File: config.mk
export PLATFORM = sky130hd
export DESIGN_NAME = ppa_sklansky_pipe_flat
export DESIGN_NICKNAME = d
export VERILOG_FILES = /design/src/rtl/ppa_sklansky_pipe_if.sv /design/src/rtl/ppa_sklansky_pipe.sv /design/src/flat_wrapper.sv
export SDC_FILE = /design/constraint.sdc
export NUM_CORES = 1
export LEC_CHECK = 0
export ABC_AREA = 1
export CAP_MARGIN = 20
export CORE_MARGIN = 4
export CORE_UTILIZATION = 58
export CTS_CLUSTER_DIAMETER = 50
export CTS_CLUSTER_SIZE = 20
export DETAILED_ROUTE_END_ITERATION = 10
export PLACE_DENSITY = 0.83
export SLEW_MARGIN = 20
export SYNTH_ARGS = -nofsm -noshare
export SYNTH_HDL_FRONTEND = slang
export SYNTH_SLANG_ARGS = --single-unit
export TNS_END_PERCENT = 30
File: constraint.sdc
create_clock -name clk -period 12.4 [get_ports clk]
set_input_delay 1.24 -clock clk [delete_from_list [all_inputs] [get_ports clk]]
set_output_delay 1.24 -clock clk [all_outputs]
set_load 0.01 [all_outputs]
File: src/rtl/ppa_sklansky_pipe_if.sv
// Handshaked operand/result bundle for the pipelined Sklansky adder.
// The master drives operands and result backpressure; the slave is the adder.
interface ppa_sklansky_pipe_if #(
  parameter int WIDTH = 32
);
  logic             in_valid;
  logic             in_ready;
  logic [WIDTH-1:0] A;
  logic [WIDTH-1:0] B;
  logic             cin;
  logic             sub;
  logic             out_valid;
  logic             out_ready;
  logic [WIDTH-1:0] S;
  logic             cout;
  logic             ovf;
  logic [15:0]      op_count;

  modport master (
    output in_valid, A, B, cin, sub, out_ready,
    input  in_ready, out_valid, S, cout, ovf, op_count
  );

  modport slave (
    input  in_valid, A, B, cin, sub, out_ready,
    output in_ready, out_valid, S, cout, ovf, op_count
  );
endinterface

File: src/rtl/ppa_sklansky_pipe.sv
// Pipelined add/subtract built on a Sklansky parallel-prefix carry tree.
// Prefix levels are spread evenly over LATENCY stages; a stall freezes every stage.
module ppa_sklansky_pipe #(
  parameter int WIDTH   = 32,
  parameter int LATENCY = 2
) (
  input logic              clk,
  input logic              rst,
  ppa_sklansky_pipe_if.slave bus
);
  localparam int LEVELS = $clog2(WIDTH);
  localparam int TOP    = LATENCY - 1;

  // Applies prefix levels [lo, hi) to group generate/propagate; returns {p, g}.
  function automatic logic [2*WIDTH-1:0] prefix_span(
    input logic [WIDTH-1:0] g_i,
    input logic [WIDTH-1:0] p_i,
    input int               lo,
    input int               hi
  );
    logic [WIDTH-1:0] g, p, gn, pn;
    int j;
    g = g_i;
    p = p_i;
    for (int l = 0; l < LEVELS; l++) begin
      if (l >= lo && l < hi) begin
        gn = g;
        pn = p;
        for (int i = 0; i < WIDTH; i++) begin
          if (((i >> l) & 1) == 1) begin
            j     = ((i >> l) << l) - 1;
            gn[i] = g[i] | (p[i] & g[j]);
            pn[i] = p[i] & p[j];
          end
        end
        g = gn;
        p = pn;
      end
    end
    return {p, g};
  endfunction

  logic [WIDTH-1:0] bx;
  logic [WIDTH-1:0] g_in  [LATENCY];
  logic [WIDTH-1:0] p_in  [LATENCY];
  logic [WIDTH-1:0] x_in  [LATENCY];
  logic             cin_in   [LATENCY];
  logic             valid_in [LATENCY];
  logic [WIDTH-1:0] g_next [LATENCY];
  logic [WIDTH-1:0] p_next [LATENCY];

  logic [WIDTH-1:0] g_reg [LATENCY];
  logic [WIDTH-1:0] p_reg [LATENCY];
  logic [WIDTH-1:0] x_reg [LATENCY];
  logic             cin_reg   [LATENCY];
  logic             valid_reg [LATENCY];
  logic [15:0]      op_count_reg;
  logic             stall;

  always_comb begin
    bx = bus.sub ? ~bus.B : bus.B;
    // Folding cin into bit 0's generate makes G[i] the carry out of bit i.
    x_in[0]     = bus.A ^ bx;
    p_in[0]     = bus.A ^ bx;
    g_in[0]     = (bus.A & bx) | WIDTH'(bus.cin & (bus.A[0] ^ bx[0]));
    cin_in[0]   = bus.cin;
    valid_in[0] = bus.in_valid;
    for (int k = 1; k < LATENCY; k++) begin
      g_in[k]     = g_reg[k-1];
      p_in[k]     = p_reg[k-1];
      x_in[k]     = x_reg[k-1];
      cin_in[k]   = cin_reg[k-1];
      valid_in[k] = valid_reg[k-1];
    end
    for (int k = 0; k < LATENCY; k++) begin
      {p_next[k], g_next[k]} = prefix_span(g_in[k], p_in[k],
                                           (k * LEVELS) / LATENCY,
                                           ((k + 1) * LEVELS) / LATENCY);
    end
  end

  assign stall = valid_reg[TOP] && !bus.out_ready;

  always_ff @(posedge clk or posedge rst) begin
    if (rst) begin
      for (int k = 0; k < LATENCY; k++) begin
        g_reg[k]     <= '0;
        p_reg[k]     <= '0;
        x_reg[k]     <= '0;
        cin_reg[k]   <= 1'b0;
        valid_reg[k] <= 1'b0;
      end
      op_count_reg <= 16'h0000;
    end else begin
      if (!stall) begin
        for (int k = 0; k < LATENCY; k++) begin
          g_reg[k]     <= g_next[k];
          p_reg[k]     <= p_next[k];
          x_reg[k]     <= x_in[k];
          cin_reg[k]   <= cin_in[k];
          valid_reg[k] <= valid_in[k];
        end
      end
      if (valid_reg[TOP] && bus.out_ready) begin
        op_count_reg <= op_count_reg + 16'd1;
      end
    end
  end

  // Carry into bit i is the resolved group generate of bits i-1..0.
  assign bus.in_ready  = !stall;
  assign bus.out_valid = valid_reg[TOP];
  assign bus.S         = x_reg[TOP] ^ {g_reg[TOP][WIDTH-2:0], cin_reg[TOP]};
  assign bus.cout      = g_reg[TOP][WIDTH-1];
  assign bus.ovf       = g_reg[TOP][WIDTH-1] ^ g_reg[TOP][WIDTH-2];
  assign bus.op_count  = op_count_reg;
endmodule
File: src/flat_wrapper.sv
// flat-port wrapper written by rule: the top's interface ports become plain ports
module ppa_sklansky_pipe_flat 
#(
  parameter int WIDTH   = 32,
  parameter int LATENCY = 2
)
  (clk, rst, bus_in_valid, bus_A, bus_B, bus_cin, bus_sub, bus_out_ready, bus_in_ready, bus_out_valid, bus_S, bus_cout, bus_ovf, bus_op_count);
  ppa_sklansky_pipe_if #(.WIDTH(WIDTH)) bus_i ();
  input logic clk;
  input logic rst;
  input wire logic [$bits(bus_i.in_valid)-1:0] bus_in_valid;
  input wire logic [$bits(bus_i.A)-1:0] bus_A;
  input wire logic [$bits(bus_i.B)-1:0] bus_B;
  input wire logic [$bits(bus_i.cin)-1:0] bus_cin;
  input wire logic [$bits(bus_i.sub)-1:0] bus_sub;
  input wire logic [$bits(bus_i.out_ready)-1:0] bus_out_ready;
  output wire logic [$bits(bus_i.in_ready)-1:0] bus_in_ready;
  output wire logic [$bits(bus_i.out_valid)-1:0] bus_out_valid;
  output wire logic [$bits(bus_i.S)-1:0] bus_S;
  output wire logic [$bits(bus_i.cout)-1:0] bus_cout;
  output wire logic [$bits(bus_i.ovf)-1:0] bus_ovf;
  output wire logic [$bits(bus_i.op_count)-1:0] bus_op_count;
  assign bus_i.in_valid = bus_in_valid;
  assign bus_i.A = bus_A;
  assign bus_i.B = bus_B;
  assign bus_i.cin = bus_cin;
  assign bus_i.sub = bus_sub;
  assign bus_i.out_ready = bus_out_ready;
  assign bus_in_ready = bus_i.in_ready;
  assign bus_out_valid = bus_i.out_valid;
  assign bus_S = bus_i.S;
  assign bus_cout = bus_i.cout;
  assign bus_ovf = bus_i.ovf;
  assign bus_op_count = bus_i.op_count;
  ppa_sklansky_pipe #(.WIDTH(WIDTH), .LATENCY(LATENCY)) u_core (.clk(clk), .rst(rst), .bus(bus_i));
endmodule
Yosys cells after proc, flatten, opt, wreduce, memory -nomap -nowiden
Cells that the tools add are included.
Widths: inputs -> output; s select.
{ "totals": {"word_cells": 236, "register_bits": 180, "inputBits": 70, "output_inout_bits": 52} }
{ "op_classes": {"muxes": 1, "n_reduce_logical": 4, "n_bitwise": 220, "addsub": 1} }
{ "op_table": {"columns": ["operator", "n"], "rows": [
  ["$and 1x1->1", 132],
  ["$or 1x1->1", 80],
  ["$xor 32x32->32", 2],
  ["$and 1x32->32", 1],
  ["$and 32x32->32", 1],
  ["$mux 32", 1],
  ["$not 32->32", 1],
  ["$or 32x32->32", 1],
  ["$add 16x1->16 const B", 1],
  ["$logic_and 1x1->1", 2],
  ["$logic_not 1->1", 2],
  ["$xor 1x1->1", 2]
]} }

Longest topological paths before layout
{ "logic_depth": {"depth_word": 9, "ltp_mapped": 9, "depth_no_buf": 8} }

Least setup slack after synthesis
OpenSTA, ideal clock, no wires.
{ "synth_timing": {"kind": "input to output", "start": "input bus_out_ready", "end": "output bus_in_ready", "n_path_buf": 2, "stages": 4, "arrival_ps": 1744, "setup_slack_ps": 9416, "required_ps": 11160, "cell_sequence": "inv_1 > nand2_2 > buf_2 > buf_2"} }
{ "synth_via": {"elab_chain_len": 3} }
{ "synth_rtl": {"columns": ["item", "line", "source"], "rows": [
  ["from (decl)", "flat_wrapper.sv:16", "input wire logic [$bits(bus_i.out_ready)-1:0] bus_out_ready;"],
  ["$logic_not 1->1", "ppa_sklansky_pipe.sv:82", "assign stall = valid_reg[TOP] && !bus.out_ready;"],
  ["$logic_and 1x1->1", "ppa_sklansky_pipe.sv:82", null],
  ["$logic_not 1->1", null, null],
  ["to (decl)", "flat_wrapper.sv:17", "output wire logic [$bits(bus_i.in_ready)-1:0] bus_in_ready;"]
]} }
No other way between the ends.

Worst setup path after layout
Ends and elaborated chain as after synthesis.

==> impl_results.md <==
- Peak fanout along the critical path: 79
- Worst R2R Start: u_core.bus.out_valid
- Worst-Skew Late Latency: about 0.42 ns
- Reg clk slew, reported paths: 0.06 ns
- Worst setup EP type: output pin
- Commonest non-fill, non-tap cells in the layout: nand2_1, dfrtp_1, clkdlybuf4s50_1, xor2_1, nor2_1
- Worst path arrival time: 3.24 ns
- Multi-input logic area: between 3000 and 4000 um2
- Cells after Synth: 914
- Setup TNS: 0 ns
- Critical path class: input port to output pin
- Worst Hold Class: flop to flop
- Num CTS Buffers: 17
- Dpl cells: roughly 1200
- Core ar.: 13300 um2
- Vias/cell: 5.22
- Number of fill cells: between 900 and 1000
- Status: finished, final reports clean
- PwrDens: 178 nW/um2
- CTS H-tree depth: 4
- Hold path start: u_core.valid_in[0]
- RSZ-0062 raised after global routing: false
- Largest net degree at the start of global routing: 103
- Data required, critical path: around 11 ns
- Final worst path period share: 0.361
- Hold Slack: 0.451 ns
- Register area: approximately 4200 um2
- Vias in the first global route: 6212
- Global-route wire length before repair: approximately 29000 um
- Register area share after synthesis: 0.529
- P_leak: between 4 and 5 nW
- Global Route Usage Sum: 0.222
- Hold buffers post-CTS: 0
- Die H: between 100 and 150 um
- Clk buf depth: 2
- Total clock sinks: roughly 170
- Top-area cell type share of the netlist area: 0.529
- RR Endpoint: u_core.g_in[3]
- Iter 0 DRT Violations: roughly 480
- Placer congestion estimate: between 0.8 and 0.9
- Diode count: 0
- Worst-margin pin slew: just over 1 ns
- Row count: 42
- PostCTS Resize Cnt: 0
- Io pins: 122
- Post-route ant nets: 0
- Layout Utilization: 0.742
- Die span in x: 125 um
- Dpl ws: around 8 ns
- Yosys warns: 0
- Top post-synthesis cells by area: dfrtp_1, nand2_1, xor2_1
- I/O Buffers: between 100 and 150
- Final HPWL DP: approximately 11000 um
- DRC: 0
- GRT overflow: 0
- Hold Vio Cnt, Final: 0
- CTS tree: yes
- Setup Buffers After CTS: 0
- Reg2reg path depth: 6
- Initial antenna violation count: 0
- Synthesis-to-finish area growth: 23.9%
- Relative slew margins: 0.325
- Vias: 6313
- Fmax: 223 MHz
- Reg2reg setup slack: between 10 and 15 ns
- Synth Net Count: between 1000 and 1500
- Fin. max-slew vios: 0
- CP Launch Type: input port
- Dominant cell type by area after synthesis: dfrtp_1
- Most common cell after layout, fill and taps aside: nand2_1
- Layout Cells excl Fill: 1210
- Syn Area/Cell: 8.75 um2
- Wirelength per Cell: 14.1 um
- Total die area: between 15000 and 20000 um2
- Mapped Area: 8000 um2
- CP Capture Point: bus_in_ready
- Crit path time final: about 4.5 ns
- Min setup slack post-route: 7.92 ns
- Layout cells sized above 1: 0.0416
- Distinct cells, synth: 27
- Final net count: ~1100
- CP Launch Point: bus_out_ready
- Initial Utilization: 0.599
- Drt pass-1 iters: 5
- Routed wire length: approximately 17000 um
- Max-Cap Viols: 0
- Root Driver: clkbuf_16
- Final setup viols: 0
- Yosys reg bits: approximately 170
- Clock Skews: ~0.0066 ns
- Maximum VDD drop: 0.102 mV
[critical path, cell delays in order]
cell and delay (ns):
clkdlybuf4s50_1 0.60, inv_1 0.11, nand2_4 0.59, clkdlybuf4s50_1 0.68
[final cells by class]
type | instances | share of cell area
Clock inverter | 6 | 0.00834
Timing Repair Buffer | 125 | 0.125
Inverter | 51 | 0.0198
Multi-Input combinational cell | 657 | 0.344
Tap cell | 176 | 0.0222
Clock buffer | 26 | 0.0544
Sequential cell | 169 | 0.427
[cell usage after synthesis (all sizes together)]
cell type,n
a211oi,4
a21o,2
a21oi,37
a31oi,1
buf,29
clkbuf,8
dfrtp,169
ha,33
inv,51
nand2,353
nand3,21
nand3b,2
nand4,4
nor2,57
nor3,2
o211ai,6
o21a,2
o21ai,48
o21bai,4
o221ai,4
o22ai,2
xnor2,5
xor2,70
[through the flow]
stage	power, mW	instance area, um2
after floorplan	1.00	8000
after global placement	1.21	9290
after detailed placement	1.23	9290
after CTS	1.77	9910
after global routing	1.86	9910
final	1.76	9910
[worst min path at each step]
stage                           endpoint  slack, ns  cells past startpoint
detailed placement  u_core.bus.out_valid       0.44                      2
global route             u_core.x_in[31]       0.49                      2
finish              u_core.bus.out_valid       0.45                      2
floorplan           u_core.bus.out_valid       0.42                      2
global placement    u_core.bus.out_valid       0.43                      2
CTS                 u_core.bus.out_valid       0.46                      2
[cells by family (layout without fill, tap and decap cells)]
kind of cell	Yosys count	count (layout)	synth area share
AO/OA/AOI/OAI	110	110	0.0768
flip-flops	169	169	0.529
adder cells (fa/ha/maj)	33	33	0.0516
XOR/XNOR	75	75	0.0821
buffers and inverters	88	208	0.0469
AND/OR/NAND/NOR	439	439	0.214
[routing by layer]
layer | part of all wire | vias up | GRT usage
met2 | 0.49 | 179 | 0.358
li1 | - | 3106 | -
met5 | 0 | - | 0
met4 | 0.012 | 0 | 0.0695
met3 | 0.049 | 21 | 0.0499
met1 | 0.45 | 3007 | 0.304
[report_power, final]
| part | internal [mW] | switching (mW) |
|---|---|---|
| Clock | 0.339 | 0.204 |
| Sequential | 0.665 | 0.0818 |
| Combinational | 0.232 | 0.239 |
Power figures use the tool's default switching activity.
